===== config.mk =====
export PLATFORM = sky130hd
export DESIGN_NAME = cpu_sequencer
export DESIGN_NICKNAME = d
export VERILOG_FILES = /design/src/rtl/cpu_sequencer.sv
export SDC_FILE = /design/constraint.sdc
export NUM_CORES = 1
export LEC_CHECK = 0
export CAP_MARGIN = 20
export CORE_MARGIN = 3
export CORE_UTILIZATION = 52
export CTS_CLUSTER_DIAMETER = 100
export CTS_CLUSTER_SIZE = 16
export DETAILED_ROUTE_END_ITERATION = 8
export PLACE_DENSITY_LB_ADDON = 0.1
export SLEW_MARGIN = 20
export SYNTH_ARGS = -nofsm -noshare
export SYNTH_HDL_FRONTEND = slang
export SYNTH_SLANG_ARGS = --single-unit

===== constraint.sdc =====
create_clock -name clk -period 4.1 [get_ports clk]
set_input_delay 0.41 -clock clk [delete_from_list [all_inputs] [get_ports clk]]
set_output_delay 0.41 -clock clk [all_outputs]
set_load 0.1 [all_outputs]

===== src/rtl/cpu_sequencer.sv =====
// Multi-cycle control unit: fetches into the instruction register, sequences
// load/store through a req/ack memory port and pulses datapath clock enables.
module cpu_sequencer #(
  parameter int WAIT_MAX    = 15,
  parameter int SRST_CYCLES = 2
) (
  input  logic        clk,
  input  logic        reset,
  input  logic        run,
  input  logic [15:0] mem_rdata,
  input  logic        mem_ack,
  input  logic        load,
  input  logic        store,
  input  logic        halt_cmd,
  input  logic        rst_cmd,
  output logic [15:0] ir,
  output logic        mem_req,
  output logic        mem_we,
  output logic        mem_addr_sel,
  output logic        pc_en,
  output logic        rf_en,
  output logic        alu_en,
  output logic        soft_reset,
  output logic        halted,
  output logic        mem_error,
  output logic [15:0] retired,
  output logic [2:0]  state
);

  typedef enum logic [2:0] {
    S_IDLE   = 3'd0,
    S_FETCH  = 3'd1,
    S_DECODE = 3'd2,
    S_EXEC   = 3'd3,
    S_MEM    = 3'd4,
    S_WB     = 3'd5,
    S_HALT   = 3'd6,
    S_SRST   = 3'd7
  } state_e;

  localparam logic [7:0] WAIT_LAST = 8'(WAIT_MAX - 1);
  localparam logic [7:0] SRST_LAST = 8'(SRST_CYCLES - 1);

  state_e      state_q, state_d;
  logic [15:0] ir_q, ir_d;
  logic [15:0] retired_q, retired_d;
  logic [7:0]  wait_q, wait_d;
  logic [7:0]  srst_q, srst_d;
  logic        mem_error_q, mem_error_d;
  logic        ld_q, ld_d;
  logic        st_q, st_d;

  always_ff @(posedge clk or negedge reset) begin
    if (!reset) begin
      state_q     <= S_IDLE;
      ir_q        <= '0;
      retired_q   <= '0;
      wait_q      <= '0;
      srst_q      <= '0;
      mem_error_q <= 1'b0;
      ld_q        <= 1'b0;
      st_q        <= 1'b0;
    end else begin
      state_q     <= state_d;
      ir_q        <= ir_d;
      retired_q   <= retired_d;
      wait_q      <= wait_d;
      srst_q      <= srst_d;
      mem_error_q <= mem_error_d;
      ld_q        <= ld_d;
      st_q        <= st_d;
    end
  end

  // Memory handshake: mem_req stays high for the whole access; the access
  // completes in the cycle mem_ack is high (one-cycle pulse, rdata valid then).
  // The wait counter restarts on each entry to FETCH/MEM and faults to HALT.
  always_comb begin
    state_d     = state_q;
    ir_d        = ir_q;
    retired_d   = retired_q;
    wait_d      = wait_q;
    srst_d      = srst_q;
    mem_error_d = mem_error_q;
    ld_d        = ld_q;
    st_d        = st_q;
    case (state_q)
      S_IDLE: begin
        if (run) begin
          state_d = S_FETCH;
          wait_d  = '0;
        end
      end
      S_FETCH: begin
        if (mem_ack) begin
          ir_d    = mem_rdata;
          state_d = S_DECODE;
        end else if (wait_q == WAIT_LAST) begin
          state_d     = S_HALT;
          mem_error_d = 1'b1;
        end else begin
          wait_d = wait_q + 8'd1;
        end
      end
      S_DECODE: begin
        ld_d = load;
        st_d = store;
        if (halt_cmd) begin
          state_d = S_HALT;
        end else if (rst_cmd) begin
          state_d = S_SRST;
          srst_d  = '0;
        end else if (load || store) begin
          state_d = S_MEM;
          wait_d  = '0;
        end else begin
          state_d = S_EXEC;
        end
      end
      S_EXEC: begin
        retired_d = retired_q + 16'd1;
        state_d   = S_FETCH;
        wait_d    = '0;
      end
      S_MEM: begin
        if (mem_ack) begin
          state_d = S_WB;
        end else if (wait_q == WAIT_LAST) begin
          state_d     = S_HALT;
          mem_error_d = 1'b1;
        end else begin
          wait_d = wait_q + 8'd1;
        end
      end
      S_WB: begin
        retired_d = retired_q + 16'd1;
        state_d   = S_FETCH;
        wait_d    = '0;
      end
      S_HALT: begin
        state_d = S_HALT;
      end
      S_SRST: begin
        if (srst_q == SRST_LAST) begin
          state_d = S_FETCH;
          wait_d  = '0;
        end else begin
          srst_d = srst_q + 8'd1;
        end
      end
      default: state_d = S_IDLE;
    endcase
  end

  // Moore decode; the load/store flavour is latched in DECODE so no input
  // reaches an output combinationally.
  always_comb begin
    mem_req      = 1'b0;
    mem_we       = 1'b0;
    mem_addr_sel = 1'b0;
    pc_en        = 1'b0;
    rf_en        = 1'b0;
    alu_en       = 1'b0;
    soft_reset   = 1'b0;
    halted       = 1'b0;
    case (state_q)
      S_FETCH: mem_req = 1'b1;
      S_EXEC: begin
        alu_en = 1'b1;
        rf_en  = 1'b1;
        pc_en  = 1'b1;
      end
      S_MEM: begin
        mem_req      = 1'b1;
        mem_addr_sel = 1'b1;
        mem_we       = st_q;
        alu_en       = 1'b1;
      end
      S_WB: begin
        pc_en = 1'b1;
        rf_en = ld_q;
      end
      S_HALT:  halted     = 1'b1;
      S_SRST:  soft_reset = 1'b1;
      default: ;
    endcase
  end

  assign ir        = ir_q;
  assign retired   = retired_q;
  assign mem_error = mem_error_q;
  assign state     = state_q;

endmodule

==> summary.md, run 1 <==
| Metric | Value |
|---|---|
| Outcome | `complete, no violations` |
| # DRC | `0` |
| Synthesized Nets | `259` |
| Slew Limit Headroom | `0.3212` |
| Mapped Area | `2581 µm²` |
| Max Cap Viol | `0` |
| HPWL Detailed | `4101 µm` |
| Via count | `between 1.5k and 2k` |
| TNS Setup | `0 ns` |
| Worst Setup SP | `state[2]` |
| CP peak stage delay | `1.14 ns` |
| Top cell type by total area after synthesis | `dfrtp_1` |
| Critical Path Start Type | `flop` |
| Top-count cell post-synth | `dfrtp_1` |
| Crit end category | `output port` |
| FF+latch count, synth | `54` |
| Die Wd | `approximately 76 µm` |
| Worst path slowest cell | `clkdlybuf4s50_1` |
| Synth area leaders | `dfrtp_1, mux2_2, xnor2_1` |
| Hold-fix buffers, CTS | `0` |
| Sink Count | `54` |
| Mux share of post-synthesis cell area | `0.08677` |
| Final hold violation count | `0` |
| Nets | `327` |
| Vias per cell | `5.462` |
| WS Path Type | `flop to output port` |
| Mapped Avg Cell Area | `11.22 µm²` |
| Vias in the first global route | `2059` |
| 1st-iter DRT viols | `91` |
| Core area | `4755 µm²` |
| H-tree depth | `2` |
| Worst path cell trace | `or2b_2 -> a21o_1 -> inv_1 -> clkdlybuf4s50_1` |
| Period minus WS final | `3.197 ns` |
| CTS root buffer | `clkbuf_8` |
| Worst-Skew Late Latency | `0.31 ns` |
| Total die area | `5845 µm²` |
| WP data required | `about 3.7 ns` |
| Height of the die | `~76 µm` |
| Synth Area in Simple Gates | `0.1735` |
| Adder-cell area share of the yosys netlist | `0.02424` |
| Yosys top cell area share | `0.5235` |
| Row cnt | `25` |
| Reg clk slew, reported paths | `0.09 ns` |
| Post-synthesis cell count | `230` |
| Netlist cell types | `45` |
| Post-CTS setup buffers | `0` |
| Worst-case clock buffer depth | `2` |
| Ys async rst share | `1.000` |
| Synth Area in Compound Gates | `0.08580` |
| Wire length per cell | `~15 µm` |
| Final Instance Area | `3390 µm²` |
| Crit-path max FO | `13` |
| Post-cts sizing count | `0` |
| Count of pins over their slew limit | `0` |
| Largest family of logic cells by synthesized area | `simple AND/OR/NAND/NOR gates` |
| Post-synth top cells | `dfrtp_1, mux2_2, nand3_1` |
| Port Buf Inserts | `67` |
| CTS Buf Count | `5` |
| Layout area overhead | `31.31%` |
| Final setup fails | `0` |
| Sequential fraction of the synthesis area | `0.5235` |
| Dominant synthesized flop cell | `dfrtp_1` |
| DRT Wirelength | `5507 µm` |
| Post-synth EDFFs | `0` |
| Final Cycle Share | `0.7797` |
| Ant. Diodes | `0` |
| CTS tree | `built` |
| Hold Crit Class | `primary input to async pin` |
| ANT nets after route | `0` |
| Overflow after GRT | `0` |
| Routability cong. | `0.9055` |
| Cell Area, Placed | `3298 µm²` |
| Measured slew at the worst slew-check pin | `1.015 ns` |
| RR Startpoint | `srst_q[1]` |
| RSZ-0062 raised after global routing | `no` |
| Fmax | `between 0.3 and 0.4 GHz` |
| IO Count | `between 60 and 70` |
| Initial antenna violation count | `0` |
| Final Skew | `between 0.007 and 0.008 ns` |
| Arr. time, crit path | `2.79 ns` |
| Detailed Routing Iterations Pass 1 | `4` |
| Synth Area in XOR/XNOR | `0.07465` |
| Tot GR Track Use | `0.2059` |
| Syn. warnings | `0` |
| Layout cells sized above 1 | `0.1338` |
| First-pass GRT wire length | `9742 µm` |
| Largest net degree at the start of global routing | `38` |
| Starting Density | `0.5429` |
placed cells by master, fill, tap and decap left out, types with 3 or more instances in the layout:
master and n:
mux2_2 19, dfrtp_1 54, and2b_2 3, nand4_1 3, clkdlybuf4s50_1 66, inv_1 9
xnor2_1 14, a21oi_1 4, xor2_1 8, or4_1 3, nor2_1 14, and2_1 4
nand2_1 10, nand3_1 18, clkbuf_8 6, ha_1 5, o21ai_0 13, and3_1 8
o31ai_1 4
stage by stage:
step           cells  utilization  hold WS [ns]  worst slack (ns)
2_1_floorplan    230            -        0.1144            0.2473
3_3_place_gp     358       0.6937        0.3569             1.324
3_5_place_dp     358       0.6937        0.3629             1.234
4_1_cts          366       0.7129       0.02080            0.8856
5_1_grt          366       0.7129       0.03417            0.7904
6_report         366       0.7129       0.01469            0.9031
routing by layer:
| metal | GRT usage | vias to the layer above | share of wire |
|---|---|---|---|
| met5 | 0 | - | 0 |
| li1 | - | 945 | - |
| met2 | 0.3111 | 69 | 0.46 |
| met1 | 0.2722 | 979 | 0.44 |
| met4 | 0.06703 | 0 | 0.012 |
| met3 | 0.08038 | 6 | 0.091 |
area by class of cell:
class	instances	area [µm²]
Sequential cell	54	1351
Clock buffer	7	86.33
Multi-Input combinational cell	159	1149
Tap cell	67	83.83
Clock inverter	1	5.005
Inverter	9	33.78
Fill cell	381	1365
Timing Repair Buffer	69	680.7
registers in the layout, indices dropped and copies added, names as in the netlist:
| name | count |
|---|---|
| ir | 16 |
| st_q | 1 |
| wait_q | 8 |
| ld_q | 1 |
| state | 3 |
| srst_q | 8 |
| mem_error | 1 |
| retired | 16 |
critical path, delay by kind of cell, from the launching register on:
family,cells,cell delay (ns)
flip-flops,1,0.53
AND/OR/NAND/NOR,1,0.39
buffers and inverters,2,1.27
AO/OA/AOI/OAI,1,0.29
cell families (layout without fill, tap and decap cells):
logic type,Yosys count,in the layout
AOI/OAI and AO/OA,34,34
xor gates and xnor gates,22,22
adders and majority gates,5,5
buffers and inverters,17,86
DFF,54,54
muxes,20,20
and+or+nand+nor,78,78
path summary, 6_finish.rpt:
| kind | to | slack (ns) | depth (start not counted) |
|---|---|---|---|
| worst max register to register | wait_q[0] | 1.39 | 7 |
| worst min-delay path | wait_q[2] | 0.01 | 1 |
| worst min register to register | retired[15] | 0.48 | 1 |
| worst max-delay path | mem_req | 0.90 | 4 |
| max in group asynchronous | retired[10] | 3.28 | 2 |
| min in group clk | retired[15] | 0.48 | 1 |
Power of run 1 is left out: the tool's default activity adds up to more than one toggle a clock period on the data nets, which glitch-free logic cannot reach.
==> run 2: changes to the inputs <==
CORE_UTILIZATION = 48   (was 52)
clock period = 3.1 ns   (was 4.1 ns; I/O delays follow)
==> run 2 against run 1 <==
Compared with the run above: register-to-register slack worse by 0.97 ns; cell area is 0.78% lower; die area rose by 7.7%; via count decreased by 2.2%; global-route usage fell by 1.9 points; first-iteration DRC count shrank 42%; hold slack gained 0.47 ns; clock-buffer cell count down 2; cell count increased by 0.82%.
==> summary.md, run 2 (same netlist as run 1, synthesis figures left out) <==
| Metric | Value |
|---|---|
| Worst r2r dst | `wait_q[0]` |
| Buffer and inverter count on the worst path | `1` |
| Starting Density | `0.5022` |
| Nets | `around 330` |
| DRT Wirelength | `5494 µm` |
| Crit end category | `flop` |
| 1st-iter DRT viols | `53` |
| Critical Path Start Type | `flop` |
| Worst-Skew Late Latency | `0.29 ns` |
| CTS Buf Count | `5` |
| Wire length per cell | `14.89 µm` |
| Via count | `1955` |
| Core area | `5140 µm²` |
| Final Cycle Share | `0.8656` |
| Most common cell after layout, fill and taps aside | `dfrtp_1` |
| RR Startpoint | `srst_q[1]` |
| Worst path cell trace | `inv_1 -> ha_1 -> or4b_4 -> o41a_1 -> or4_4 -> or3_2 -> o21ai_0` |
| H-tree depth | `2` |
| CTS tree | `built` |
| Ant. Diodes | `0` |
| Stages on worst setup path | `7` |
| Post-CTS setup buffers | `0` |
| RSZ-0062 raised after global routing | `no` |
| Hold Crit Class | `primary input to async pin` |
| CTS root buffer | `clkbuf_8` |
| Post-cts sizing count | `0` |
| CP endpoint | `wait_q[0]` |
| WS Path Type | `flop to flop` |
| WP data required | `~3.3 ns` |
| Vias per cell | `5.298` |
| Max Cap Viol | `0` |
| Crit-path max FO | `12` |
| Row cnt | `26` |
| Worst Setup SP | `srst_q[1]` |
| Most frequent cells in the layout | `dfrtp_1, clkdlybuf4s50_1, mux2_2` |
| Slew Limit Headroom | `0.3318` |
| Final Skew | `approximately 0.0036 ns` |
| Measured slew at the worst slew-check pin | `0.9992 ns` |
| CP peak stage delay | `0.60 ns` |
| First-pass GRT wire length | `approximately 9400 µm` |
| Height of the die | `79.33 µm` |
| Die Wd | `79.33 µm` |
| # DRC | `0` |
| Total die area | `6293 µm²` |
| R2R cell count | `7` |
| HPWL Detailed | `roughly 4200 µm` |
| Layout area overhead | `30.30%` |
| Largest net degree at the start of global routing | `36` |
| Sink Count | `54` |
| Reg2Reg Setup Slack | `0.42 ns` |
| Vias in the first global route | `approximately 2.0k` |
| Layout cells sized above 1 | `0.1940` |
| Reg clk slew, reported paths | `0.09 ns` |
| Worst-case clock buffer depth | `2` |
| Overflow after GRT | `0` |
| ANT nets after route | `0` |
| Outcome | `complete, no violations` |
| Final setup fails | `0` |
| Arr. time, crit path | `2.90 ns` |
| Initial antenna violation count | `0` |
| Hold slack | `0.4804 ns` |
| Detailed Routing Iterations Pass 1 | `4` |
| Count of pins over their slew limit | `0` |
| Fmax | `0.3727 GHz` |
| Port Buf Inserts | `67` |
| Worst path slowest cell | `or4_4` |
| Final hold violation count | `0` |
| Period minus WS final | `2.683 ns` |
| Critical path's top delay family | `simple AND/OR/NAND/NOR gates` |
| Tot GR Track Use | `0.1871` |
| IO Count | `68` |
| Routability cong. | `0.7956` |
| Hold-fix buffers, CTS | `1` |
==> run 2: cell count changes in the layout (fill, tap and decap cells not counted), sizes merged <==
| cell | delta |
|---|---|
| buf | +15 |
| clkdlybuf4s50 | -15 |
| clkbuf | -2 |
| clkinv | +1 |
| dlygate4sd3 | +1 |
==> run 2: worst register-to-register path, delay by kind of cell, from the launching register on <==
family,cells,cell delay [ns]
flops,1,0.42
fa+ha+maj,1,0.12
buf+inv,1,0.07
compound gates,2,0.51
simple gates,3,1.49
==> run 2: metal layers <==
layer / up-vias / GRT usage / wire length (µm)
met4: 0 / 0.03436 / 14
met3: 2 / 0.05896 / 369
met1: 961 / 0.2465 / 2367
li1: 949 / - / -
met5: - / 0 / 0
met2: 43 / 0.3064 / 2744
==> run 2: final cells by class <==
cell class / count / area, µm²
Clock buffer: 5 / 68.82
Timing Repair Buffer: 70 / 653.1
Tap cell: 70 / 87.58
Inverter: 9 / 33.78
Multi-Input combinational cell: 159 / 1159
Sequential cell: 54 / 1351
Fill cell: 430 / 1777
Clock inverter: 2 / 10.01
==> run 2: through the flow <==
stage	instance area (µm²)	cells	setup WS (ns)	util	setup TNS, ns
after global placement	3274	361	0.4800	0.6371	0
after floorplan	2591	230	-0.1709	-	-0.1709
after global routing	3363	369	0.2594	0.6543	0
after detailed placement	3274	361	0.4350	0.6371	0
after CTS	3363	369	0.4117	0.6543	0
final	3363	369	0.4167	0.6543	0
==> run 2: worst min path at each step <==
stage / end / depth (start not counted) / slack, ns / startpoint
finish: wait_q[6] / 2 / 0.48 / reset
global route: retired[13] / 2 / 0.52 / reset
CTS: retired[15] / 1 / 0.48 / retired[15]
detailed placement: wait_q[7] / 1 / 0.28 / reset
global placement: wait_q[5] / 1 / 0.28 / reset
floorplan: ir[0] / 0 / 0.01 / reset
Power of run 2 is left out for the same reason.
